### config.mk
export PLATFORM = sky130hd
export DESIGN_NAME = pong_match_controller_flat
export DESIGN_NICKNAME = d
export VERILOG_FILES = /design/src/rtl/pong_pkg.sv /design/src/rtl/pong_match_controller_if.sv /design/src/rtl/pong_frame_timer.sv /design/src/rtl/pong_match_controller.sv /design/src/flat_wrapper.sv
export SDC_FILE = /design/constraint.sdc
export NUM_CORES = 1
export LEC_CHECK = 0
export ABC_AREA = 1
export CORE_MARGIN = 1
export CORE_UTILIZATION = 25
export CTS_BUF_LIST = sky130_fd_sc_hd__clkbuf_4 sky130_fd_sc_hd__clkbuf_8
export DETAILED_ROUTE_END_ITERATION = 7
export DONT_BUFFER_PORTS = 1
export PLACE_DENSITY = 0.4
export SLEW_MARGIN = 20
export SYNTH_ARGS = -nofsm -noshare
export SYNTH_HDL_FRONTEND = slang
export SYNTH_SLANG_ARGS = --single-unit
### constraint.sdc
create_clock -name pixIf_CLK -period 3.8 [get_ports pixIf_CLK]
set_clock_uncertainty 0.05 [all_clocks]
set_input_delay 0.38 -clock pixIf_CLK [delete_from_list [all_inputs] [get_ports pixIf_CLK]]
set_output_delay 0.38 -clock pixIf_CLK [all_outputs]
set_load 0.05 [all_outputs]
### src/rtl/pong_pkg.sv
// Shared types for the Pong match controller.
// match_state_t : 3-bit match FSM state, exported on matchState.
// winner_t      : 2-bit winner code (00 none, 01 player 1, 10 player 2).
package pong_pkg;

  typedef enum logic [2:0] {
    StIdle   = 3'd0,
    StServe  = 3'd1,
    StPlay   = 3'd2,
    StPoint  = 3'd3,
    StPaused = 3'd4,
    StOver   = 3'd5
  } match_state_t;

  typedef enum logic [1:0] {
    WinNone = 2'b00,
    WinP1   = 2'b01,
    WinP2   = 2'b10
  } winner_t;

  localparam winner_t WINNER_NONE = WinNone;
  localparam winner_t WINNER_P1   = WinP1;
  localparam winner_t WINNER_P2   = WinP2;

endpackage

### src/rtl/pong_match_controller_if.sv
// Bundle of frame strobe, buttons, engine events and match status between the
// pixel/engine side (master) and the match controller (slave).
//   master : drives pixIf_NEXT_FRAME, startBtn, pauseBtn, player1Missed,
//            player2Missed; observes controller outputs.
//   slave  : the controller; consumes the above, drives engineStep,
//            engineResetPos, serveToPlayer2, scores, matchState, winner.
interface pong_match_controller_if #(
  parameter int unsigned SCORE_WIDTH = 4
);
  import pong_pkg::*;

  logic                   pixIf_NEXT_FRAME;
  logic                   startBtn;
  logic                   pauseBtn;
  logic                   player1Missed;
  logic                   player2Missed;
  logic                   engineStep;
  logic                   engineResetPos;
  logic                   serveToPlayer2;
  logic [SCORE_WIDTH-1:0] player1Score;
  logic [SCORE_WIDTH-1:0] player2Score;
  match_state_t           matchState;
  logic [1:0]             winner;

  modport master (
    output pixIf_NEXT_FRAME, startBtn, pauseBtn, player1Missed, player2Missed,
    input  engineStep, engineResetPos, serveToPlayer2, player1Score, player2Score,
           matchState, winner
  );

  modport slave (
    input  pixIf_NEXT_FRAME, startBtn, pauseBtn, player1Missed, player2Missed,
    output engineStep, engineResetPos, serveToPlayer2, player1Score, player2Score,
           matchState, winner
  );

endinterface

### src/rtl/pong_frame_timer.sv
// Loadable frame down-counter.
//   clk, rst_n  : clock, synchronous active-low reset (count -> 0)
//   load        : load loadValue (has priority over counting)
//   loadValue   : value to load
//   frameStrobe : decrement by one when not frozen and count is non-zero
//   freeze      : hold the count
//   expire      : count is 1 and an unfrozen strobe arrives this cycle
module pong_frame_timer #(
  parameter int unsigned WIDTH = 7
) (
  input  logic             clk,
  input  logic             rst_n,
  input  logic             load,
  input  logic [WIDTH-1:0] loadValue,
  input  logic             frameStrobe,
  input  logic             freeze,
  output logic             expire
);

  logic [WIDTH-1:0] count_q, count_d;
  logic             tick;

  assign tick   = frameStrobe & ~freeze;
  assign expire = tick & (count_q == WIDTH'(1));

  always_comb begin
    count_d = count_q;
    if (load) begin
      count_d = loadValue;
    end else if (tick && (count_q != '0)) begin
      count_d = count_q - WIDTH'(1);
    end
  end

  always_ff @(posedge clk) begin
    if (!rst_n) begin
      count_q <= '0;
    end else begin
      count_q <= count_d;
    end
  end

endmodule

### src/rtl/pong_match_controller.sv
// Pong match sequencer: gates the engine frame step, keeps scores, inserts
// serve delay / point hold, and declares the winner.
//   pixIf_CLK, pixIf_RST_N : pixel clock, synchronous active-low reset
//   bus (slave modport)    : frame strobe, buttons, miss pulses in;
//                            engine controls, scores, state, winner out
// Optional feature: define PONG_PAUSE_EN to build pause/resume on pauseBtn.
module pong_match_controller
  import pong_pkg::*;
#(
  parameter int unsigned SCORE_LIMIT        = 9,
  parameter int unsigned SCORE_WIDTH        = 4,
  parameter int unsigned SERVE_DELAY_FRAMES = 60,
  parameter int unsigned POINT_HOLD_FRAMES  = 30,
  parameter int unsigned FRAME_CNT_WIDTH    = 7
) (
  input logic                    pixIf_CLK,
  input logic                    pixIf_RST_N,
  pong_match_controller_if.slave bus
);

  localparam logic [SCORE_WIDTH-1:0]     Limit = SCORE_WIDTH'(SCORE_LIMIT);
  localparam logic [FRAME_CNT_WIDTH-1:0] ServeLoad = FRAME_CNT_WIDTH'(SERVE_DELAY_FRAMES);
  localparam logic [FRAME_CNT_WIDTH-1:0] HoldLoad  = FRAME_CNT_WIDTH'(POINT_HOLD_FRAMES);

  match_state_t           state_q, state_d;
  logic [SCORE_WIDTH-1:0] p1_score_q, p1_score_d;
  logic [SCORE_WIDTH-1:0] p2_score_q, p2_score_d;
  winner_t                winner_q, winner_d;
  logic                   serve_p2_q, serve_p2_d;
  logic                   reset_pos_q, reset_pos_d;
  logic                   start_q;
  logic                   start_edge;

  logic                       timer_load;
  logic [FRAME_CNT_WIDTH-1:0] timer_value;
  logic                       timer_expire;
  logic                       timer_strobe;

  assign start_edge = bus.startBtn & ~start_q;

`ifdef PONG_PAUSE_EN
  logic         pause_q;
  logic         pause_edge;
  match_state_t saved_q, saved_d;

  assign pause_edge = bus.pauseBtn & ~pause_q;

  always_ff @(posedge pixIf_CLK) begin
    if (!pixIf_RST_N) begin
      pause_q <= 1'b0;
      saved_q <= StIdle;
    end else begin
      pause_q <= bus.pauseBtn;
      saved_q <= saved_d;
    end
  end
`else
  logic unused_pause_btn;
  assign unused_pause_btn = bus.pauseBtn;
`endif

  // Only SERVE and POINT consume frames; elsewhere the timer sits at 0.
  assign timer_strobe = bus.pixIf_NEXT_FRAME & ((state_q == StServe) | (state_q == StPoint));

  pong_frame_timer #(
    .WIDTH(FRAME_CNT_WIDTH)
  ) u_timer (
    .clk        (pixIf_CLK),
    .rst_n      (pixIf_RST_N),
    .load       (timer_load),
    .loadValue  (timer_value),
    .frameStrobe(timer_strobe),
    .freeze     (state_q == StPaused),
    .expire     (timer_expire)
  );

  always_comb begin
    state_d     = state_q;
    p1_score_d  = p1_score_q;
    p2_score_d  = p2_score_q;
    winner_d    = winner_q;
    serve_p2_d  = serve_p2_q;
    reset_pos_d = 1'b0;
    timer_load  = 1'b0;
    timer_value = ServeLoad;
`ifdef PONG_PAUSE_EN
    saved_d     = saved_q;
`endif

    if (start_edge) begin
      // Start (re)initialises the match from any state and beats pause.
      p1_score_d  = '0;
      p2_score_d  = '0;
      winner_d    = WINNER_NONE;
      serve_p2_d  = 1'b0;
      reset_pos_d = 1'b1;
      timer_load  = 1'b1;
      timer_value = ServeLoad;
      state_d     = StServe;
`ifdef PONG_PAUSE_EN
    end else if (pause_edge &&
                 (state_q == StServe || state_q == StPlay || state_q == StPoint)) begin
      saved_d = state_q;
      state_d = StPaused;
    end else if (pause_edge && state_q == StPaused) begin
      state_d = saved_q;
`endif
    end else begin
      unique case (state_q)
        StServe: begin
          if (timer_expire) state_d = StPlay;
        end
        StPlay: begin
          if (bus.player1Missed || bus.player2Missed) begin
            timer_load  = 1'b1;
            timer_value = HoldLoad;
            state_d     = StPoint;
            // A simultaneous double miss scores nothing.
            if (bus.player1Missed && !bus.player2Missed) begin
              if (p2_score_q < Limit) p2_score_d = p2_score_q + SCORE_WIDTH'(1);
              serve_p2_d = 1'b0;
            end else if (bus.player2Missed && !bus.player1Missed) begin
              if (p1_score_q < Limit) p1_score_d = p1_score_q + SCORE_WIDTH'(1);
              serve_p2_d = 1'b1;
            end
          end
        end
        StPoint: begin
          if (timer_expire) begin
            if (p1_score_q == Limit) begin
              winner_d = WINNER_P1;
              state_d  = StOver;
            end else if (p2_score_q == Limit) begin
              winner_d = WINNER_P2;
              state_d  = StOver;
            end else begin
              reset_pos_d = 1'b1;
              timer_load  = 1'b1;
              timer_value = ServeLoad;
              state_d     = StServe;
            end
          end
        end
        default: ;
      endcase
    end
  end

  always_ff @(posedge pixIf_CLK) begin
    if (!pixIf_RST_N) begin
      state_q     <= StIdle;
      p1_score_q  <= '0;
      p2_score_q  <= '0;
      winner_q    <= WINNER_NONE;
      serve_p2_q  <= 1'b0;
      reset_pos_q <= 1'b0;
      start_q     <= 1'b0;
    end else begin
      state_q     <= state_d;
      p1_score_q  <= p1_score_d;
      p2_score_q  <= p2_score_d;
      winner_q    <= winner_d;
      serve_p2_q  <= serve_p2_d;
      reset_pos_q <= reset_pos_d;
      start_q     <= bus.startBtn;
    end
  end

  assign bus.engineStep     = bus.pixIf_NEXT_FRAME & (state_q == StPlay);
  assign bus.engineResetPos = reset_pos_q;
  assign bus.serveToPlayer2 = serve_p2_q;
  assign bus.player1Score   = p1_score_q;
  assign bus.player2Score   = p2_score_q;
  assign bus.matchState     = state_q;
  assign bus.winner         = winner_q;

endmodule
### src/flat_wrapper.sv
// flat-port wrapper written by rule: the top's interface ports become plain ports
module pong_match_controller_flat import pong_pkg::*;
#(
  parameter int unsigned SCORE_LIMIT        = 9,
  parameter int unsigned SCORE_WIDTH        = 4,
  parameter int unsigned SERVE_DELAY_FRAMES = 60,
  parameter int unsigned POINT_HOLD_FRAMES  = 30,
  parameter int unsigned FRAME_CNT_WIDTH    = 7
)
  (pixIf_CLK, pixIf_RST_N, bus_pixIf_NEXT_FRAME, bus_startBtn, bus_pauseBtn, bus_player1Missed, bus_player2Missed, bus_engineStep, bus_engineResetPos, bus_serveToPlayer2, bus_player1Score, bus_player2Score, bus_matchState, bus_winner);
  pong_match_controller_if #(.SCORE_WIDTH(SCORE_WIDTH)) bus_i ();
  input logic pixIf_CLK;
  input logic pixIf_RST_N;
  input wire logic [$bits(bus_i.pixIf_NEXT_FRAME)-1:0] bus_pixIf_NEXT_FRAME;
  input wire logic [$bits(bus_i.startBtn)-1:0] bus_startBtn;
  input wire logic [$bits(bus_i.pauseBtn)-1:0] bus_pauseBtn;
  input wire logic [$bits(bus_i.player1Missed)-1:0] bus_player1Missed;
  input wire logic [$bits(bus_i.player2Missed)-1:0] bus_player2Missed;
  output wire logic [$bits(bus_i.engineStep)-1:0] bus_engineStep;
  output wire logic [$bits(bus_i.engineResetPos)-1:0] bus_engineResetPos;
  output wire logic [$bits(bus_i.serveToPlayer2)-1:0] bus_serveToPlayer2;
  output wire logic [$bits(bus_i.player1Score)-1:0] bus_player1Score;
  output wire logic [$bits(bus_i.player2Score)-1:0] bus_player2Score;
  output wire logic [$bits(bus_i.matchState)-1:0] bus_matchState;
  output wire logic [$bits(bus_i.winner)-1:0] bus_winner;
  assign bus_i.pixIf_NEXT_FRAME = bus_pixIf_NEXT_FRAME;
  assign bus_i.startBtn = bus_startBtn;
  assign bus_i.pauseBtn = bus_pauseBtn;
  assign bus_i.player1Missed = bus_player1Missed;
  assign bus_i.player2Missed = bus_player2Missed;
  assign bus_engineStep = bus_i.engineStep;
  assign bus_engineResetPos = bus_i.engineResetPos;
  assign bus_serveToPlayer2 = bus_i.serveToPlayer2;
  assign bus_player1Score = bus_i.player1Score;
  assign bus_player2Score = bus_i.player2Score;
  assign bus_matchState = bus_i.matchState;
  assign bus_winner = bus_i.winner;
  pong_match_controller #(.SCORE_LIMIT(SCORE_LIMIT), .SCORE_WIDTH(SCORE_WIDTH), .SERVE_DELAY_FRAMES(SERVE_DELAY_FRAMES), .POINT_HOLD_FRAMES(POINT_HOLD_FRAMES), .FRAME_CNT_WIDTH(FRAME_CNT_WIDTH)) u_core (.pixIf_CLK(pixIf_CLK), .pixIf_RST_N(pixIf_RST_N), .bus(bus_i));
endmodule
# Word-level counts from Yosys, hierarchy flattened
# Index checks and enable logic that the tools add are counted.
dict set report op_classes {
  addsub 3
  multipliers 0
  eq_ne 13
  muxes 24
  div_mod_pow 0
  n_reduce_logical 19
  bitwise_logic 10
  n_shift 0
  magnitude_cmp 2
}
# op n
set op_table {}
lappend op_table {{2-to-1 mux 7 bit} 4}
lappend op_table {{2-to-1 mux 3 bit} 5}
lappend op_table {{AND reduction 4 bit} 3}
lappend op_table {{2-to-1 mux 1 bit} 10}
lappend op_table {{!= test 3 x 1 -> 1 bit, second input constant} 3}
lappend op_table {{case mux 3 bit (3 select lines)} 1}
lappend op_table {{adder 4 x 1 -> 4 bit, second input constant} 2}
lappend op_table {{== test 4 bit, second input constant} 2}
lappend op_table {{less-than comparator 4 bit, second input constant} 2}
lappend op_table {{== test 7 x 1 -> 1 bit, second input constant} 1}
lappend op_table {{nonzero test 7 bit} 1}
lappend op_table {{subtractor 7 x 1 -> 7 bit, second input constant} 1}
lappend op_table {{== test 3 x 2 -> 1 bit, second input constant} 2}
lappend op_table {{2-to-1 mux 6 bit} 1}
lappend op_table {{!= test 2 x 1 -> 1 bit, second input constant} 3}
lappend op_table {{AND reduction 3 bit} 2}
lappend op_table {{nonzero test 2 bit} 3}
lappend op_table {{bitwise AND 1 bit} 5}
lappend op_table {{AND reduction 5 bit} 1}
lappend op_table {{2-to-1 mux 2 bit} 2}
lappend op_table {{inverter 1 bit} 4}
lappend op_table {{nonzero test 4 bit} 1}
lappend op_table {{== test 3 x 1 -> 1 bit, second input constant} 1}
lappend op_table {{== test 3 bit, second input constant} 1}
lappend op_table {{other kinds (7)} 10}
dict set report word_totals {
  latch_bits 0
  output_inout_bits 16
  in_bits 7
  romBits 0
  ramBits 0
  reg_bits 23
  mem_count 0
}

# Longest topological paths before layout
# Gate-level depths: netlist (run 1).
dict set report depth {
  word_depth 9
  depth_mapped 11
  mapped_depth_nobuf 11
}

# Cells and area by module
# Synthesis (run 1) repeated with hierarchy kept, for this count alone.
dict set report unflattened {
  cells_unflattened 214
  hier_area_um2 1473.9
}
# module seq_area_each_um2 instances area_each_um2 cells_per_inst
set by_module_without_submodules {}
lappend by_module_without_submodules {pong_match_controller 320.3 1 925.9 131}
lappend by_module_without_submodules {pong_frame_timer 140.1 1 548.0 83}

# Worst setup path after synthesis (run 1)
# OpenSTA, ideal clock, no wires.
dict set report synth_timing {
  path_type {register to output}
  startpoint {register u_core.state_q[1], in the netlist u_core.bus.matchState[1]}
  endpoint {output port bus_engineStep}
  t_arrival_ns 1.656
  path_stages_with_launch 5
  slack_ns 1.714
  path_buffers 0
  path_cell_list {dfxtp_1 -> nand2_2 -> nor2_4 -> inv_2 -> nor2_1}
}
dict set report synth_between {
  elab_chain_len 2
}
# element line
set synth_rtl {}
lappend synth_rtl {{start, declared} pong_match_controller.sv:25} ;# match_state_t state_q, state_d;
lappend synth_rtl {{start signal, assigned} pong_match_controller.sv:151} ;# state_q <= StIdle;
lappend synth_rtl {{start signal, assigned} pong_match_controller.sv:159} ;# state_q <= state_d;
lappend synth_rtl {{== test 3 x 2 -> 1 bit} pong_match_controller.sv:169} ;# assign bus.engineStep = bus.pixIf_NEXT_FRAME & (state_q == StPlay);
lappend synth_rtl {{bitwise AND 1 bit} pong_match_controller.sv:169}
lappend synth_rtl {{end, declared} flat_wrapper.sv:19} ;# output wire logic [$bits(bus_i.engineStep)-1:0] bus_engineStep;
# Every way passes these cells.

# Final worst setup path (run 1)
# Ends and elaborated chain as after synthesis.

==> metrics, run 1 <==
outcome finished clean; Post-Place Cell Area roughly 0.0015 mm^2; I/O Buffers 0; Post-synth EDFFs 0; Ant. Diodes 0; fill count around 600; critical path fanouts, max 5; root buf cell clkbuf_8; RSZ-0062 raised after global routing no; simple-gate share of the synthesized area 35.6%; worst r2r path cells 10; mapped cell area around 0.0014 mm^2; Setup TNS Final 0 ns; I/O Pins 23; Compound-Gate Fraction of Synth Area around 7.9%; Site Rows 26; Layout area overhead 9.15%; syn_nets 209; mux contribution to synthesized area 0%; worst skew pair latency ~0.27 ns; H-tree Lvls 1; die width 77.1 um; sw power about 0.00014 W; Synth Area in Adders between 10% and 20%; layout cells sized above 1 between 10% and 20%; fin crit share around 66%; multi-input logic area just under 800 um^2; largest net degree at the start of global routing 14; flops & latches, synth 23; Critical Path AT 2.07 ns; Worst-path clk slew about 0.090 ns; final setup fails 0; Vias/cell 4.16; CP Launch Type register; Setup Buffers After CTS 0; vias in the first global route 1,090; RD Place Congestion 0.674; top post-synthesis cells by area dfxtp_1 (33%), ha_1 (12%), inv_1 (9.1%); Critical Path Start u_core.bus.matchState[1]; Main synth FF type dfxtp_1; worst min-delay path startpoint bus_startBtn; Synthesis Warnings 0; CTS tree built; cells resized by post-CTS repair 0; Worst Max-Slew Pin Slew about 0.87 ns; Power Dens Cells 317 mW/mm^2; Avg Inst Size Synth 7.45 um^2; starting density of the core between 20% and 30%; count leader, synth inv_1; Die H between 70 and 80 um; asr flop ratio synth 0%; GRT overflow 0; Max transition margin between 40% and 50%; Tmin final around 2.5 ns; Routed WL just under 3000 um; Worst IR Drop VDD around 110 uV; Mapped Cells between 150 and 200; Seq. cell area between 400 and 500 um^2; Slew Limit Fails 0; Post-synth top cells inv_1 (34), nand2_1 (26), dfxtp_1 (23), nor2_1 (19), ha_1 (13); critical path capture point type output pin; cts hold-fix bufs 0; Clk pwr share 33.0%; DR vias around 1,100; number of iterations in the first detailed-routing pass 4; type of the worst setup path reg -> out; Synth cell types 27; XOR/XNOR Fraction of Synth Area around 1.2%; first-pass GRT wire length between 5000 and 6000 um; post-synth top area share 32.7%; TritonCTS buffer count 3; Seq/Total Area, Yosys about a third; GRT Overall Usage 11.0%; Int Pwr between 0.0003 and 0.0004 W; die area between 0.005 and 0.006 mm^2; DR WL/cell 11.1 um; leakage power roughly 0.66 nW; Flop pwr share approximately 54%; First DRT Iteration DRCs between 50 and 60; core footprint around 0.0053 mm^2; min-delay worst type in -> reg; combinational share of power between 10% and 20%; dpl hpwl 2280 um; Max Cap Viol 0; Hold Path Stages 2; Hold Vio Cnt, Final 0; Clock Sinks 23; highest clock rate 400 MHz; CP required around 3.4 ns; largest family of logic cells by synthesized area simple AND/OR/NAND/NOR gates; Reg-to-Reg Start u_core.bus.player1Score[1]; antenna-violating nets left 0; fin area 0.00154 mm^2; Layout Nets approximately 210; initial antenna violation count 0; Synth area leader dfxtp_1; Max Buffers Root-to-Sink 2; sw frac between 20% and 30%; # DRC 0
final cells by class:
class / instances / share of cell area (%)
multi-input cells: 125 / 51.6
flip-flops and latches: 23 / 29.9
inverters: 40 / 9.76
well taps: 70 / 5.70
clock buffers: 3 / 2.69
clock inverters: 1 / 0.325
cells by family after synthesis:
kind of cell,count (synthesis)
xor+xnor,2
flops,23
buf+inv,41
simple gates,91
fa+ha+maj,13
compound gates,19
cell usage in the layout (no fill, tap or decap):
master / instances
nand2_4: 1
a21oi_1: 9
nand3_2: 3
or2_0: 1
nand3_1: 9
nand4_1: 4
nor3_1: 7
a21boi_1: 1
dfxtp_1: 23
a211oi_1: 2
nor2_4: 4
ha_1: 13
o21ai_0: 3
xor2_1: 2
clkbuf_8: 3
inv_2: 6
nor2_1: 19
o21ai_1: 1
nor3b_2: 2
nor3b_1: 2
inv_1: 34
a21oi_2: 2
nor2_2: 6
nand2_2: 6
nand2_1: 26
clkinv_2: 1
a31oi_1: 1
nor2_8: 1
power groups by stage:
stage	clock network, W	logic [W]	registers, W
finish	0.000161	0.0000653	0.000261
global route	0.000183	0.0000779	0.000263
CTS	0.000170	0.0000666	0.000262
detailed placement	0	0.0000660	0.000267
global placement	0	0.0000662	0.000267
floorplan	0	0.0000555	0.000265
worst paths after layout:
| kind | slack [ns] | to |
|---|---|---|
| max reg2reg | 1.89 | u_core.u_timer.count_q[1] |
| min | 0.15 | u_core.start_q |
| min reg2reg | 0.49 | u_core.u_timer.count_q[6] |
| max | 1.30 | bus_engineStep |
worst max-delay path: stages (launching register included):
cell,delay (ns)
dfxtp_1,0.75
nand2_2,0.17
nor2_4,0.13
inv_2,0.08
nor2_1,0.67
state kept, by name, summed over array words and instances (netlist names):
register                   cells
u_core.bus.engineResetPos      1
u_core.bus.matchState          3
u_core.bus.player2Score        4
u_core.bus.serveToPlayer2      1
u_core.u_timer.count_q         7
u_core.start_q                 1
u_core.bus.player1Score        4
u_core.bus.winner              2
through the flow:
stage          worst slack, ns  util (%)  cells  hold slack, ns  power, W
2_1_floorplan             1.71         -    189           0.423  0.000321
3_3_place_gp              1.60      28.3    258           0.425  0.000333
4_1_cts                   1.28      29.2    262           0.145  0.000498
5_1_grt                   1.21      29.2    262           0.165  0.000524
3_5_place_dp              1.60      28.3    258           0.431  0.000333
6_report                  1.30      29.2    262           0.152  0.000488
metal layers:
metal	up-vias	wire [um]	global-route usage (%)
li1	594	-	-
met1	468	1530	14.9
met2	23	1150	16.1
met3	4	189	3.21
met4	0	51	4.53
met5	-	0	0
Note: power is estimated with default switching activity, not from simulation.
==> run 2: changes to the inputs <==
==> constraint.sdc (replaced) <==
create_clock -name pixIf_CLK -period 2.4 [get_ports pixIf_CLK]
set_clock_uncertainty 0.05 [all_clocks]
set_input_delay 0.24 -clock pixIf_CLK [delete_from_list [all_inputs] [get_ports pixIf_CLK]]
set_output_delay 0.24 -clock pixIf_CLK [all_outputs]
set_load 0.05 [all_outputs]
==> run 2 against run 1 <==
Compared with the run above: sequential share of layout area down 1.7 points; die area is the same; sequential cell count did not move; hold slack got worse by 0.14 ns; critical path depth is 6 higher; first-iteration DRC count unchanged; via count increased by 1.8%; total power up 58%; combinational power increased by 73%; register-to-register slack got worse by 1.1 ns; critical endpoint is now u_core.u_timer.count_q[0].
==> metrics, run 2 (synthesis gave the netlist of run 1 again) <==
DR WL/cell approximately 11 um; Layout Nets ~230; I/O Pins 23; GRT overflow 0; initial antenna violation count 0; Clk pwr share about a third; Tmin final 1.65 ns; Int Pwr between 0.0005 and 0.0006 W; Post-Place Cell Area 0.00158 mm^2; Final Power roughly 0.00077 W; sw frac between 20% and 30%; Routed WL ~2900 um; worst r2r path cells 10; Layout area overhead 15.5%; Worst Max-Slew Pin Slew roughly 0.59 ns; worst min-delay path startpoint bus_startBtn; Max Buffers Root-to-Sink 2; post-placement setup slack around 0.76 ns; worst skew pair latency 0.27 ns; # DRC 0; Max Cap Viol 0; H-tree Lvls 1; FF-to-FF End u_core.u_timer.count_q[0]; GRT Overall Usage a little over a tenth; Critical Path AT 1.79 ns; combinational share of power around 15%; WHS 0.0151 ns; critical path capture point type register; final setup fails 0; Flop pwr share a little over half; largest register by flop count u_core.u_timer.count_q; Max transition margin about three fifths; Power Dens Cells 475 mW/mm^2; core footprint ~0.0053 mm^2; CTS tree built; Ant. Diodes 0; CP Launch Type register; Setup Buffers After CTS 0; layout cells sized above 1 a little under a quarter; leading cell type in the layout, fill and taps excluded inv_1; min-delay worst type in -> reg; Hold Vio Cnt, Final 0; I/O Buffers 0; number of iterations in the first detailed-routing pass 4; TritonCTS buffer count 3; first-pass GRT wire length just under 5000 um; RD Place Congestion about 0.72; CP required 2.54 ns; sw power ~0.00023 W; max FFs per register 7; Hold Path Stages 2; RSZ-0062 raised after global routing no; Reg-to-Reg Start u_core.bus.player1Score[0]; outcome finished clean; Site Rows 26; Clock Sinks 23; Reg2Reg Setup Slack around 0.75 ns; Die H 77.1 um; Worst IR Drop VDD approximately 180 uV; fin area about 0.0016 mm^2; starting density of the core roughly a quarter; DR vias 1,109; First DRT Iteration DRCs a little over 50; cts hold-fix bufs 0; setup ws final 0.749 ns; type of the worst setup path reg -> reg; dpl hpwl between 2000 and 2500 um; die width ~77 um; die area just under 0.006 mm^2; largest net degree at the start of global routing 14; fill count approximately 590; root buf cell clkbuf_8; Slew Limit Fails 0; highest clock rate ~600 MHz; cells resized by post-CTS repair 0; fin crit share 68.8%; Setup TNS Final 0 ns; vias in the first global route 1,018; Vias/cell between 4 and 5; critical path fanouts, max 4; leakage power a little over 0.7 nW; commonest cells after routing, fill and taps aside inv_1 (34), nand2_1 (26), dfxtp_1 (23); Hold EP u_core.start_q; Worst-path clk slew roughly 0.10 ns; antenna-violating nets left 0
-- run 2: cell count changes in the layout (fill, tap and decap cells not counted) --
| cell | previous run | this run |
|---|---|---|
| buf_4 | 0 | 12 |
-- run 2: critical path, stage by stage, from the launching register on --
cell	delay, ns
dfxtp_1	0.37
buf_4	0.23
ha_1	0.19
nand3_1	0.10
nand3_1	0.13
inv_1	0.06
nand2_2	0.07
nand3_2	0.09
inv_2	0.10
nand2_1	0.05
nor3_1	0.11
-- run 2: worst max path at each step --
stage,to,cells after the start,from
after global routing,u_core.u_timer.count_q[1],10,u_core.bus.player1Score[0]
after detailed placement,u_core.u_timer.count_q[0],10,u_core.bus.player1Score[0]
after floorplan,bus_engineStep,4,u_core.bus.matchState[1]
after CTS,u_core.u_timer.count_q[0],10,u_core.bus.player1Score[0]
final,u_core.u_timer.count_q[0],10,u_core.bus.player1Score[0]
after global placement,u_core.u_timer.count_q[0],10,u_core.bus.player1Score[0]
-- run 2: layout make-up --
cell class / instances / area [um^2] / share of cell area [%]
clock buffers: 3 / 41.3 / 2.54
repair buffers: 12 / 90.1 / 5.53
inverters: 40 / 150 / 9.22
clock inverters: 1 / 5.00 / 0.307
well taps: 70 / 87.6 / 5.38
flip-flops and latches: 23 / 460 / 28.3
multi-input cells: 125 / 793 / 48.7
-- run 2: power groups by stage --
stage	logic, W	clock network (W)	registers, W
3_5_place_dp	0.000113	0	0.000415
5_1_grt	0.000130	0.000293	0.000409
6_report	0.000113	0.000254	0.000406
4_1_cts	0.000114	0.000272	0.000407
2_1_floorplan	0.0000879	0	0.000420
3_3_place_gp	0.000114	0	0.000415
-- run 2: layer usage --
metal | global-route usage [%] | vias to the layer above | share of wire (%)
li1 | - | 619 | -
met1 | 13.9 | 469 | 54
met2 | 15.1 | 17 | 40
met3 | 3.33 | 4 | 4.9
met4 | 5.09 | 0 | 1.7
met5 | 0 | - | 0
-- run 2: metrics by stage --
stage,cells,utilization [%]
3_3_place_gp,270,30.0
5_1_grt,274,30.9
6_report,274,30.9
2_1_floorplan,189,-
3_5_place_dp,270,30.0
4_1_cts,274,30.9
==> run 3: changes to the inputs <==
--- a/config.mk
+++ b/config.mk
@@ -11,7 +11,7 @@
 export CTS_BUF_LIST = sky130_fd_sc_hd__clkbuf_4 sky130_fd_sc_hd__clkbuf_8
 export DETAILED_ROUTE_END_ITERATION = 7
 export DONT_BUFFER_PORTS = 1
-export PLACE_DENSITY = 0.4
+export PLACE_DENSITY = 0.42
 export SLEW_MARGIN = 20
 export SYNTH_ARGS = -nofsm -noshare
 export SYNTH_HDL_FRONTEND = slang
==> constraint.sdc (replaced) <==
create_clock -name pixIf_CLK -period 1.4 [get_ports pixIf_CLK]
set_clock_uncertainty 0.05 [all_clocks]
set_input_delay 0.14 -clock pixIf_CLK [delete_from_list [all_inputs] [get_ports pixIf_CLK]]
set_output_delay 0.14 -clock pixIf_CLK [all_outputs]
set_load 0.05 [all_outputs]
==> run 3 against run 2 <==
Compared with the run above: the flow now finishes with violations (setup timing); utilization rose by 9.2 points; design area increased by 30%; via count increased by 12%; sequential power rose by 71%; setup slack worse by 0.78 ns; wire length increased by 14%.
==> metrics, run 3 (synthesis gave the netlist of run 1 again) <==
sw power approximately 0.00043 W; leakage power around 0.90 nW; starting density of the core approximately a quarter; max incr delay on CP between 0.3 and 0.4 ns; RD Place Congestion 0.724; post-placement setup slack -0.00976 ns; crit path buf inv count 3; Critical Path AT approximately 1.6 ns; GRT overflow 0; I/O Pins 23; Tmin final between 1 and 1.5 ns; H-tree Lvls 1; dpl hpwl 2390 um; layout cells sized above 1 slightly above 50%; Layout area overhead 50.1%; outcome complete, but fails checks; vias in the first global route between 1,000 and 1,500; leading cell type in the layout, fill and taps excluded buf_4; worst skew pair latency 0.27 ns; combinational share of power about 20%; critical path fanouts, max 4; highest clock rate 697 MHz; largest net degree at the start of global routing 15; max FFs per register 7; die area around 0.006 mm^2; fill count between 500 and 600; GRT Overall Usage between 10% and 20%; First DRT Iteration DRCs 46; Max Buffers Root-to-Sink 2; min-delay worst type in -> reg; Int Pwr 0.000987 W; initial antenna violation count 0; Setup TNS Final -0.0790 ns; Clk pwr share a little under a third; TritonCTS buffer count 3; RSZ-0062 raised after global routing yes; Max Cap Viol 0; Ant. Diodes 0; Worst IR Drop VDD just over 300 uV; delay-heaviest family, CP simple AND/OR/NAND/NOR gates; CP Launch Type register; crit-path cells buf_6, ha_4, nand3_4, nand3_4, inv_4, nand2_4, nand3_4, inv_4, nand2_1, nor3_1; antenna-violating nets left 0; DR vias ~1,200; I/O Buffers 0; CTS tree built; commonest cells after routing, fill and taps aside buf_4 (33), inv_1 (24), nand2_1 (23); # DRC 0; DR WL/cell 10.9 um; number of iterations in the first detailed-routing pass 4; largest register by flop count u_core.u_timer.count_q; Vias/cell approximately 4.1; critical path capture point type register; Worst-path clk slew around 0.10 ns; crit path max-delay cell type dfxtp_4; sw frac between 30% and 40%; Die H around 77 um; first-pass GRT wire length between 5000 and 6000 um; core footprint approximately 0.0053 mm^2; fin crit share 102%; CP required 1.53 ns; Slew Limit Fails 0; Layout Nets between 200 and 300; type of the worst setup path reg -> reg; root buf cell clkbuf_8; final setup fails 4; Max transition margin between 60 and 70%; failing checks setup timing; Hold Vio Cnt, Final 0; Site Rows 26; Power Dens Cells about 670 mW/mm^2; Clock Sinks 23; die width around 77 um; most used cell, CP nand3_4; Routed WL between 3000 and 4000 um; Flop pwr share 48.9%; Worst Max-Slew Pin Slew roughly 0.47 ns; setup ws final -0.0345 ns
-- run 3: final cells by class --
class / count / area, um^2 / area share (%)
well taps: 70 / 87.6 / 4.14
repair buffers: 38 / 309 / 14.6
clock inverters: 1 / 7.51 / 0.355
multi-input cells: 125 / 1000 / 47.5
inverters: 40 / 168 / 7.93
clock buffers: 3 / 41.3 / 1.95
flip-flops and latches: 23 / 497 / 23.5
-- run 3: metal layers --
metal  share of wire [%]  track usage, %  up-vias
met3                 3.4            2.26        2
li1                    -               -      669
met4                0.85            3.96        0
met1                  52            17.5      552
met5                   0               0        -
met2                  44            15.6       16
-- run 3: final timing paths --
check	to	depth (start not counted)	slack [ns]	from
worst min register to register	u_core.bus.serveToPlayer2	2	0.43	u_core.bus.serveToPlayer2
worst min-delay path	u_core.u_timer.count_q[2]	2	0.04	pixIf_RST_N
worst max register to register	u_core.u_timer.count_q[0]	10	-0.03	u_core.bus.player1Score[0]
worst max-delay path	u_core.u_timer.count_q[0]	10	-0.03	u_core.bus.player1Score[0]
-- run 3: repair_timing --
item	in CTS	in global routing
buffers inserted	1	9
gates resized for setup	11	49
hold buffers	2	1
pin swaps	5	27
hold endpoints to repair	5	4
endpoints found under the setup margin	7	17
-- run 3: power groups by stage --
| stage | logic [W] | clock network, W | registers (W) |
|---|---|---|---|
| final | 0.000281 | 0.000444 | 0.000694 |
| after floorplan | 0.000152 | 0 | 0.000711 |
| after global routing | 0.000316 | 0.000506 | 0.000697 |
| after detailed placement | 0.000224 | 0 | 0.000704 |
| after CTS | 0.000232 | 0.000467 | 0.000691 |
| after global placement | 0.000225 | 0 | 0.000704 |
-- run 3: metrics by stage --
stage / cells / cell area, um^2 / hold WS, ns / util, % / total power (W)
4_1_cts: 290 / 1850 / -0.0739 / 35.1 / 0.00139
2_1_floorplan: 189 / 1450 / 0.183 / - / 0.000863
5_1_grt: 300 / 2110 / 0.0349 / 40.1 / 0.00152
6_report: 300 / 2110 / 0.0402 / 40.1 / 0.00142
3_3_place_gp: 283 / 1730 / 0.186 / 32.8 / 0.000930
3_5_place_dp: 283 / 1730 / 0.191 / 32.8 / 0.000928
